<file path="config.mk">
export PLATFORM = sky130hd
export DESIGN_NAME = maxnet_engine
export DESIGN_NICKNAME = d
export VERILOG_FILES = /design/src/rtl/maxnet_pkg.sv /design/src/rtl/maxnet_update_unit.sv /design/src/rtl/maxnet_engine.sv
export SDC_FILE = /design/constraint.sdc
export NUM_CORES = 2
export LEC_CHECK = 0
export ABC_CLOCK_PERIOD_IN_PS = 20900
export CAP_MARGIN = 20
export CORE_MARGIN = 4
export CORE_UTILIZATION = 60
export DETAILED_ROUTE_END_ITERATION = 8
export GPL_TIMING_DRIVEN = 1
export PLACE_DENSITY = 0.83
export SYNTH_ARGS = -nofsm -noshare
export SYNTH_HDL_FRONTEND = slang
export SYNTH_SLANG_ARGS = --single-unit
</file>
<file path="constraint.sdc">
create_clock -name clk -period 20.9 [get_ports clk]
set_input_delay 4.18 -clock clk [delete_from_list [all_inputs] [get_ports clk]]
set_output_delay 4.18 -clock clk [all_outputs]
set_load 0.03 [all_outputs]
</file>
<file path="src/rtl/maxnet_pkg.sv">
// Shared types, default parameters and the saturation helper for the MAXNET engine.
package maxnet_pkg;

    localparam int DEF_N        = 4;
    localparam int DEF_W        = 32;
    localparam int DEF_FRAC     = 16;
    localparam int DEF_MAX_ITER = 255;

    // Working width of the saturation helper; wide enough for the full-precision
    // update expression at the largest legal N and any W up to 60.
    localparam int SAT_W = 128;

    typedef enum logic [2:0] {
        IDLE   = 3'd0,
        LOAD   = 3'd1,
        SUM    = 3'd2,
        UPDATE = 3'd3,
        CHECK  = 3'd4,
        DONE   = 3'd5
    } state_t;

    // Clamp a wide signed value into the signed range of a w-bit word.
    function automatic logic signed [SAT_W-1:0] sat_to_w(input logic signed [SAT_W-1:0] x,
                                                         input int w);
        logic signed [SAT_W-1:0] hi;
        logic signed [SAT_W-1:0] lo;
        hi = (SAT_W'(1) <<< (w - 1)) - SAT_W'(1);
        lo = ~hi;
        if (x > hi) begin
            return hi;
        end else if (x < lo) begin
            return lo;
        end
        return x;
    endfunction

endpackage

</file>
<file path="src/rtl/maxnet_update_unit.sv">
// Combinational lateral-inhibition step for one channel:
// a_o = relu(sat_W(a_i - ((eps_i * (sum_i - a_i)) >>> FRAC))).
module maxnet_update_unit
    import maxnet_pkg::*;
#(
    parameter int W    = DEF_W,
    parameter int FRAC = DEF_FRAC,
    parameter int SW   = DEF_W + 2
) (
    input  logic signed [W-1:0]  a_i,
    input  logic signed [SW-1:0] sum_i,
    input  logic signed [W-1:0]  eps_i,
    output logic signed [W-1:0]  a_o
);

    localparam int DW = SW + 1;   // difference S - a_i never overflows
    localparam int PW = W + DW;   // full-precision product width

    logic signed [DW-1:0]    diff;
    logic signed [PW-1:0]    prod;
    logic signed [PW-1:0]    shifted;
    logic signed [PW:0]      raw;
    logic signed [SAT_W-1:0] sat;
    logic                    unused_sat_hi;

    // Multiply, arithmetic shift, subtract, saturate, then clamp negatives to zero.
    always_comb begin
        diff          = DW'(sum_i) - DW'(a_i);
        prod          = PW'(eps_i) * PW'(diff);
        shifted       = prod >>> FRAC;
        raw           = (PW + 1)'(a_i) - (PW + 1)'(shifted);
        sat           = sat_to_w(SAT_W'(raw), W);
        unused_sat_hi = ^sat[SAT_W-1:W];
        // A negative raw value saturates to a negative word, so its sign decides relu.
        a_o           = raw[PW] ? '0 : sat[W-1:0];
    end

endmodule

</file>
<file path="src/rtl/maxnet_engine.sv">
// MAXNET winner-take-all engine: loads N activations, then iterates
// sum / sequential update / check until at most one channel survives or the
// iteration limit is hit. One shared update unit is time-multiplexed.
//
// Request semantics: start is a one-shot request with no ready; it is accepted
// on any rising edge where the engine sits in IDLE or DONE and ignored otherwise.
// busy (high LOAD..CHECK) tells the requester whether a start would be dropped.
module maxnet_engine
    import maxnet_pkg::*;
#(
    parameter int N        = DEF_N,
    parameter int W        = DEF_W,
    parameter int FRAC     = DEF_FRAC,
    parameter int MAX_ITER = DEF_MAX_ITER,
    localparam int IW      = $clog2(N),
    localparam int SW      = W + IW,
    localparam int CW      = $clog2(N + 1)
) (
    input  logic            clk,
    input  logic            rst,
    input  logic            start,
    input  logic [N*W-1:0]  a_init,
    input  logic [W-1:0]   epsilon,
    output logic            busy,
    output logic            done,
    output logic            winner_valid,
    output logic [IW-1:0]   winner_idx,
    output logic [W-1:0]   winner_val,
    output logic [7:0]      iter_count,
    output logic            timeout,
    output state_t          dbg_state
);

    state_t               state_q, state_d;
    logic [IW-1:0]        ch_q, ch_d;
    logic signed [W-1:0]  a_q [N];
    logic signed [W-1:0]  a_d [N];
    logic signed [W-1:0]  eps_q, eps_d;
    logic signed [SW-1:0] acc_q, acc_d;
    logic [CW-1:0]        nz_q, nz_d;
    logic [IW-1:0]        last_idx_q, last_idx_d;
    logic signed [W-1:0]  last_val_q, last_val_d;
    logic [7:0]           iter_q, iter_d;
    logic                 busy_q, busy_d;
    logic                 done_q, done_d;
    logic                 wv_q, wv_d;
    logic [IW-1:0]        widx_q, widx_d;
    logic [W-1:0]         wval_q, wval_d;
    logic                 to_q, to_d;

    logic signed [W-1:0]  ld_val [N];
    logic [CW-1:0]        ld_cnt;
    logic [IW-1:0]        ld_idx;
    logic signed [W-1:0]  ld_v;
    logic signed [W-1:0]  upd_val;

    maxnet_update_unit #(
        .W    (W),
        .FRAC (FRAC),
        .SW   (SW)
    ) u_update (
        .a_i   (a_q[ch_q]),
        .sum_i (acc_q),
        .eps_i (eps_q),
        .a_o   (upd_val)
    );

    // Clamp the incoming activations and find how many survive the load.
    always_comb begin
        ld_cnt = '0;
        ld_idx = '0;
        ld_v   = '0;
        for (int i = 0; i < N; i++) begin
            ld_val[i] = a_init[i*W +: W];
            if (ld_val[i][W-1]) begin
                ld_val[i] = '0;
            end
            if (ld_val[i] != '0) begin
                ld_cnt = ld_cnt + 1'b1;
                ld_idx = IW'(i);
                ld_v   = ld_val[i];
            end
        end
    end

    // Next-state and datapath updates for the load / sum / update / check loop.
    always_comb begin
        state_d    = state_q;
        ch_d       = ch_q;
        a_d        = a_q;
        eps_d      = eps_q;
        acc_d      = acc_q;
        nz_d       = nz_q;
        last_idx_d = last_idx_q;
        last_val_d = last_val_q;
        iter_d     = iter_q;
        wv_d       = wv_q;
        widx_d     = widx_q;
        wval_d     = wval_q;
        to_d       = to_q;

        case (state_q)
            IDLE, DONE: begin
                if (start) begin
                    state_d = LOAD;
                end
            end
            LOAD: begin
                for (int i = 0; i < N; i++) begin
                    a_d[i] = ld_val[i];
                end
                eps_d  = epsilon;
                iter_d = '0;
                wv_d   = 1'b0;
                to_d   = 1'b0;
                widx_d = '0;
                wval_d = '0;
                ch_d   = '0;
                acc_d  = '0;
                if (ld_cnt <= CW'(1)) begin
                    state_d = DONE;
                    if (ld_cnt == CW'(1)) begin
                        wv_d   = 1'b1;
                        widx_d = ld_idx;
                        wval_d = ld_v;
                    end
                end else begin
                    state_d = SUM;
                end
            end
            SUM: begin
                acc_d = acc_q + SW'(a_q[ch_q]);
                if (ch_q == IW'(N - 1)) begin
                    ch_d    = '0;
                    nz_d    = '0;
                    state_d = UPDATE;
                end else begin
                    ch_d = ch_q + 1'b1;
                end
            end
            UPDATE: begin
                // S stays frozen in acc_q and each channel only reads itself,
                // so in-place writes still see pre-update values.
                a_d[ch_q] = upd_val;
                if (upd_val != '0) begin
                    nz_d       = nz_q + 1'b1;
                    last_idx_d = ch_q;
                    last_val_d = upd_val;
                end
                if (ch_q == IW'(N - 1)) begin
                    ch_d    = '0;
                    iter_d  = iter_q + 8'd1;
                    state_d = CHECK;
                end else begin
                    ch_d = ch_q + 1'b1;
                end
            end
            CHECK: begin
                if (nz_q <= CW'(1) || iter_q == 8'(MAX_ITER)) begin
                    state_d = DONE;
                    if (nz_q == CW'(1)) begin
                        wv_d   = 1'b1;
                        widx_d = last_idx_q;
                        wval_d = last_val_q;
                    end else if (nz_q > CW'(1)) begin
                        to_d = 1'b1;
                    end
                end else begin
                    acc_d   = '0;
                    state_d = SUM;
                end
            end
            default: begin
                state_d = IDLE;
            end
        endcase

        busy_d = (state_d == LOAD) || (state_d == SUM) ||
                 (state_d == UPDATE) || (state_d == CHECK);
        done_d = (state_d == DONE) && (state_q != DONE);
    end

    // State and datapath registers with synchronous reset.
    always_ff @(posedge clk) begin
        if (rst) begin
            state_q    <= IDLE;
            ch_q       <= '0;
            a_q        <= '{default: '0};
            eps_q      <= '0;
            acc_q      <= '0;
            nz_q       <= '0;
            last_idx_q <= '0;
            last_val_q <= '0;
            iter_q     <= '0;
            busy_q     <= 1'b0;
            done_q     <= 1'b0;
            wv_q       <= 1'b0;
            widx_q     <= '0;
            wval_q     <= '0;
            to_q       <= 1'b0;
        end else begin
            state_q    <= state_d;
            ch_q       <= ch_d;
            a_q        <= a_d;
            eps_q      <= eps_d;
            acc_q      <= acc_d;
            nz_q       <= nz_d;
            last_idx_q <= last_idx_d;
            last_val_q <= last_val_d;
            iter_q     <= iter_d;
            busy_q     <= busy_d;
            done_q     <= done_d;
            wv_q       <= wv_d;
            widx_q     <= widx_d;
            wval_q     <= wval_d;
            to_q       <= to_d;
        end
    end

    assign busy         = busy_q;
    assign done         = done_q;
    assign winner_valid = wv_q;
    assign winner_idx   = widx_q;
    assign winner_val   = wval_q;
    assign iter_count   = iter_q;
    assign timeout      = to_q;
    assign dbg_state    = state_q;

endmodule

</file>
# After elaboration in Yosys (flattened, before gate mapping)
# Cells that the tools add are included.
totals:
  reg_bits: 282
  input_bits: 163
  out_inout_bits: 49
classes:
  add_sub_neg: 9
  n_mul: 1
  n_lt_le_gt_ge: 7
  eq_ne: 23
  n_mux: 62
  bitwise: 1
  n_reduce_logical: 25
op_table:
  columns: ["cell", "count"]
  rows:
  - ["two-way mux 32 bit", 15]
  - ["case mux 128 bit (2 select lines)", 1]
  - ["nonzero test 32 bit", 5]
  - ["bitwise mux 128 bit", 1]
  - ["two-way mux 31 bit", 4]
  - ["case mux 34 bit (3 select lines)", 1]
  - ["multiplier 32 x 35 -> 67 bit", 1]
  - ["binary-select mux 32 bit (select 2 bit)", 1]
  - ["demux 32 bit (select 2 bit)", 1]
  - ["case mux 32 bit (2 select lines)", 1]
  - ["greater-than comparator 52 x 32 -> 1 bit, second input constant", 1]
  - ["less-than comparator 52 x 32 -> 1 bit, second input constant", 1]
  - ["subtractor 32 x 51 -> 52 bit", 1]
  - ["subtractor 34 x 32 -> 35 bit", 1]
  - ["adder 34 x 32 -> 34 bit", 1]
  - ["two-way mux 34 bit", 1]
  - ["two-way mux 3 bit", 10]
  - ["!= test 2 bit, second input constant", 8]
  - ["case mux 8 bit (2 select lines)", 1]
  - ["case mux 3 bit (5 select lines)", 1]
  - ["two-way mux 2 bit", 7]
  - ["adder 3 x 1 -> 3 bit, second input constant", 4]
  - ["== test 3 x 1 -> 1 bit, second input constant", 4]
  - ["== test 3 x 2 -> 1 bit, second input constant", 4]
  - ["other kinds (25)", 52]

# Logic depth before layout (Yosys ltp)
depth:
  depth_word: 16
  mapped_depth: 63
  depth_no_buf: 53

# By module
# A second synthesis with hierarchy kept.
unflattened:
  hier_cells: 6492
  area_unflattened_um2: 58633.7
modules_own_cells:
  columns: ["module", "n_inst", "cells_per_inst", "area_per_inst_um2"]
  rows:
  - ["maxnet_update_unit", 1, 4846, 44047.2]
  - ["maxnet_engine", 1, 1646, 14586.5]

# Worst setup path after synthesis
# Ideal clock, no wire load.
synth_timing:
  kind: "reg2reg"
  from: "register ch_q[1]"
  to: "register last_idx_q[0]"
  arrival_ns: 15.364
  slack_ns: 5.464
  stages_incl_launch_ff: 56
  path_cell_list: "dfxtp_1 > clkbuf_1 > buf_1 > mux4_2 > ha_1 > fa_1 > nand2b_1 > a21oi_1 > o21ai_0 > a311oi_1 > o21ai_0 > a211oi_1 > o211ai_1 > a21oi_1 > o21ai_0 > and3_1 > clkbuf_1 > clkbuf_1 > (+20 left out) > nor4_1 > a2111oi_0 > ha_1 > a21o_1 > a21o_1 > and3_4 > a2111oi_4 > o221ai_1 > or3_1 > a2111oi_2 > nand4_1 > or4_1 > buf_2 > buf_6 > o21ai_2 > buf_6 > buf_12 > mux2i_1"
synth_between:
  elab_chain_cells: 14
  word_cells_on_any_way: 16
  cone_classes: "2 x add/sub; 1 x mul; 2 x order compare; 8 x mux; 1 x bitwise; 2 x reduce/logical"
synth_rtl:
  columns: ["item", "line", "rtl"]
  rows:
  - ["from (decl)", "maxnet_engine.sv:35", "logic [IW-1:0] ch_q, ch_d;"]
  - ["from (signal assigned)", "maxnet_engine.sv:203", "ch_q <= ch_d;"]
  - ["NOT 2 -> 3 bit (not written as such) *", "maxnet_engine.sv:62", ".a_i (a_q[ch_q]),"]
  - ["binary-select mux 32 bit (select 2 bit) *", "maxnet_engine.sv:62", null]
  - ["two-way mux 32 bit (not written as such) * (2 in a row)", "maxnet_engine.sv:62", null]
  - ["subtractor 34 x 32 -> 35 bit", "maxnet_update_unit.sv:28", "diff = DW'(sum_i) - DW'(a_i);"]
  - ["multiplier 32 x 35 -> 67 bit", "maxnet_update_unit.sv:29", "prod = PW'(eps_i) * PW'(diff);"]
  - ["subtractor 32 x 51 -> 52 bit *", "maxnet_update_unit.sv:31", "raw = (PW + 1)'(a_i) - (PW + 1)'(shifted);"]
  - ["less-than comparator 52 x 32 -> 1 bit", "maxnet_pkg.sv:31", "end else if (x < lo) begin"]
  - ["two-way mux 1 bit", "maxnet_pkg.sv:31", null]
  - ["two-way mux 1 bit", "maxnet_pkg.sv:29", "if (x > hi) begin"]
  - ["two-way mux 32 bit", "maxnet_pkg.sv:34", "return x;"]
  - ["two-way mux 32 bit *", "maxnet_update_unit.sv:35", "a_o = raw[PW] ? '0 : sat[W-1:0];"]
  - ["nonzero test 32 bit *", "maxnet_engine.sv:145", "if (upd_val != '0) begin"]
  - ["AND reduction 2 bit (no source line) *", null, null]
  - ["to (signal assigned)", "maxnet_engine.sv:208", "last_idx_q <= last_idx_d;"]
  - ["to (decl)", "maxnet_engine.sv:41", "logic [IW-1:0] last_idx_q, last_idx_d;"]
# Every way passes the cells marked *; elsewhere a longest branch is shown, timed or not. The select of a mux whose other input is x is not followed.
# A chain may end at the register's enable or synchronous reset.

# Final worst setup path
layout_timing:
  from: "register ch_q[0]"
  to: "register a_q[110] (netlist name)"
layout_between:
  elab_chain_cells: 14
  word_cells_on_any_way: 21
  cone_classes: "2 x add/sub; 1 x mul; 4 x order compare; 12 x mux; 1 x bitwise; 1 x reduce/logical"
layout_rtl:
  columns: ["item", "line", "rtl"]
  rows:
  - ["NOT 2 -> 3 bit (not written as such) *", "maxnet_engine.sv:62, maxnet_engine.sv:144", null]
  - ["binary-select mux 32 bit (select 2 bit)", "maxnet_engine.sv:62", null]
  - ["two-way mux 32 bit (not written as such) (2 in a row)", "maxnet_engine.sv:62", null]
  - ["subtractor 34 x 32 -> 35 bit", "maxnet_update_unit.sv:28", null]
  - ["multiplier 32 x 35 -> 67 bit", "maxnet_update_unit.sv:29", null]
  - ["subtractor 32 x 51 -> 52 bit", "maxnet_update_unit.sv:31", null]
  - ["less-than comparator 52 x 32 -> 1 bit", "maxnet_pkg.sv:31", null]
  - ["two-way mux 1 bit", "maxnet_pkg.sv:31", null]
  - ["two-way mux 1 bit", "maxnet_pkg.sv:29", null]
  - ["two-way mux 32 bit", "maxnet_pkg.sv:34", null]
  - ["two-way mux 32 bit", "maxnet_update_unit.sv:35", null]
  - ["bitwise mux 128 bit *", "maxnet_engine.sv:144", "a_d[ch_q] = upd_val;"]
  - ["case mux 128 bit (2 select lines) *", "maxnet_engine.sv:102", "case (state_q)"]
  - ["to (signal assigned)", "maxnet_engine.sv:188", "a_q <= '{default: '0};"]
  - ["to (signal assigned)", "maxnet_engine.sv:204", "a_q <= a_d;"]
  - ["to (decl)", "maxnet_engine.sv:36", "logic signed [W-1:0] a_q [N];"]
# Marked as above.

==> results.md <==
- Register Area: 5659 µm²
- Number of detailed-route iterations in the first pass: 8
- Clk buf depth: 3
- Tmin final: 17.88 ns
- Maxcap violations: 0
- Cell variety after synth: 95
- Area of the multi-input gates: 50490 µm²
- Cell count after synthesis: 7211
- Vias in the first global route: 55205
- DP HPWL: 141300 µm
- Worst Setup End Kind: flop
- Initial antenna violation count: 1
- DR WL/cell: 21.79 µm
- Worst Hold Path Cells: 2
- Post-route ant nets: 0
- Largest net degree at the start of global routing: 116
- Setup TNS: 0 ns
- GRT Util Overall: 34.18%
- Row Count: 117
- Top FF cell, synth: dfxtp_1
- Count of final setup violators: 0
- Nets: 8695
- Final Wtd Congestion: 0.9756
- Delay-heaviest family, CP: adder cells
- Die area: 108900 µm²
- CP dominant cell by count: fa_1
- Crit start category: flop
- CTS sink cnt: 282
- Critical Path Slowest Stage Cell: clkinv_1
- CTS Buf Count: 31
- First-pass GRT wire length: 297600 µm
- WL met3: 19850 µm
- Fmax achieved: 0.05591 GHz
- Die W: 329.9 µm
- Fin. max-slew vios: 0
- Cell Area, Synth: 62180 µm²
- Skew-Pair Late Insertion Delay: 0.62 ns
- Chip height: 329.9 µm
- CTS root buffer: clkbuf_16
- Status: finished clean
- Worst Hold Class: reg2reg
- Post-CTS sizing: 0
- Post-CTS setup buffers: 0
- CP Data Required Time: 21.33 ns
- Seq/Total Area, Yosys: 9.079%
- Synthesized Nets: 8861
- DRT iter0 DRCs: 5522
- Worst Path Arrival: 18.32 ns
- RSZ-0062 raised after global routing: no
- Worst Max-Slew Pin Slew: 1.163 ns
- #FFs+latches synth: 282
- Critical Path Fanout Max: 115
- Clock transition at path regs: 0.06 ns
- Htree depth: 1
- Vias/cell: 6.247
- Core area: 102300 µm²
- Post-synth EDFFs: 0
- Worst Skew: 0.03221 ns
- R2R depth: 48
- Port Buf Inserts: 211
- Post-synth ARST share: 0%
- Fillers: 8166
- Stages on the worst setup path: 48
- Initial Util: 60.77%
- Io pins: 212
- Max stage delay on crit path: 0.92 ns
- YS warnings: 0
- Crit path buffers/inverters: 11
- M1 WL: 71910 µm
- CTS tree: built
- GRT Residual Overflow: 0
- Highest Signal Layer: met4
- Worst Setup Path Type: reg2reg
- Post-Syn Area per Cell: 8.623 µm²
- Slew headroom: 22.48%
- Area grow syn2layout: 6.592%
- Final hold violations: 0
- Layout cell share with drive strength beyond 1: 4.202%
- Detailed Route WL: 183800 µm
- Routed via count: 52705
- Met2 WL post-DR: 85000 µm
- CTS hold repair buffers: 0
- Drt drc: 0
- Period utilisation layout: 85.57%
-- area by class of cell --
class,instances,share of cell area [%]
Sequential cell,282,8.538
Antenna cell,1,0.003775
Tap cell,1368,2.582
Timing Repair Buffer,318,4.510
Clock inverter,12,0.3020
Inverter,1151,6.518
Multi-Input combinational cell,5261,76.18
Clock buffer,44,1.365
-- registers in the layout, indices dropped and copies added, names as in the netlist, 3 cells and up --
name and cells:
a_q 128, acc_q 34, eps_q 32, last_val_q 32, winner_val 32, iter_count 8, dbg_state 3, nz_q 3
-- kinds of logic after synthesis --
| kind of cell | Yosys count | share of synthesized area, % |
|---|---|---|
| flops | 282 | 9.079 |
| mux | 75 | 1.861 |
| compound gates | 1286 | 13.63 |
| simple gates | 2257 | 18.98 |
| fa+ha+maj | 1487 | 44.02 |
| xor+xnor | 156 | 2.197 |
| buf+inv | 1668 | 10.24 |
-- placed cells by master (no fill, tap or decap), drive strengths merged, types with 29 or more instances in the layout --
cell type,count
nor2b,160
nand2,581
nand4,33
buf,107
o211ai,33
clkdlybuf4s50,210
a31oi,56
a21o,90
xor2,53
nand2b,97
mux4,32
o21a,50
xnor2,103
dfxtp,282
and2,593
nor2,297
ha,319
nor3,127
nand3,106
a2111oi,69
a22oi,59
inv,1152
nor3b,57
a311oi,32
nor4,44
a22o,29
and3,98
o21ai,308
a211oi,60
clkbuf,45
a21oi,319
fa,1168
mux2i,38
-- cells in the mapped netlist (43+ instances only) --
master	number	area [µm²]
nand3_1	106	530.5
a21oi_1	317	1587
nor2_1	297	1115
o21ai_0	298	1491
nor3_1	127	635.6
nand2_1	581	2181
ha_1	319	3991
nor4_1	43	269.0
a22oi_1	59	442.9
xnor2_1	103	902.1
a31oi_1	53	331.6
xor2_1	53	464.2
a211oi_1	60	450.4
nor2b_1	160	1001
dfxtp_1	282	5645
o21a_1	50	375.4
fa_1	1168	23380
inv_1	1150	4317
a21o_1	90	675.7
a2111oi_0	67	586.8
and2_1	593	3710
nand2b_1	97	606.8
clkbuf_1	484	1817
and3_1	97	606.8
nor3b_1	56	420.4
-- tightest hold or removal path, stage by stage, from the launching register on --
cell and delay, ns:
dfxtp_1 0.31, nand2_1 0.05, nor2_1 0.03
-- final timing paths --
| check | startpoint | endpoint | slack (ns) |
|---|---|---|---|
| setup / recovery | ch_q[0] | a_q[110] | 3.02 |
| hold / removal | a_q[95] | a_q[95] | 0.44 |
| setup reg to reg | ch_q[0] | a_q[110] | 3.02 |
| hold reg to reg | a_q[95] | a_q[95] | 0.44 |
-- per-layer routing --
metal  global-route usage [%]  vias to the layer above
met2                    54.96                     3128
li1                         -                    22799
met3                    6.475                      525
met4                    11.51                        0
met5                        0                        -
met1                    46.93                    26253
-- stage by stage --
step                      std cells  area, µm²  hold slack (ns)  setup slack (ns)  util (%)
after floorplan                7211      62180           0.4067             5.464         -
after global placement         8374      65060           0.4191             3.541     63.58
after detailed placement       8376      65110           0.4273             3.460     63.63
after CTS                      8432      66220           0.4356             3.354     64.71
after global routing           8436      66280           0.4699             2.238     64.77
final                          8437      66280           0.4362             3.015     64.77
Power is left out: the tool's default activity adds up to more than one toggle a clock period on the data nets, which glitch-free logic cannot reach.
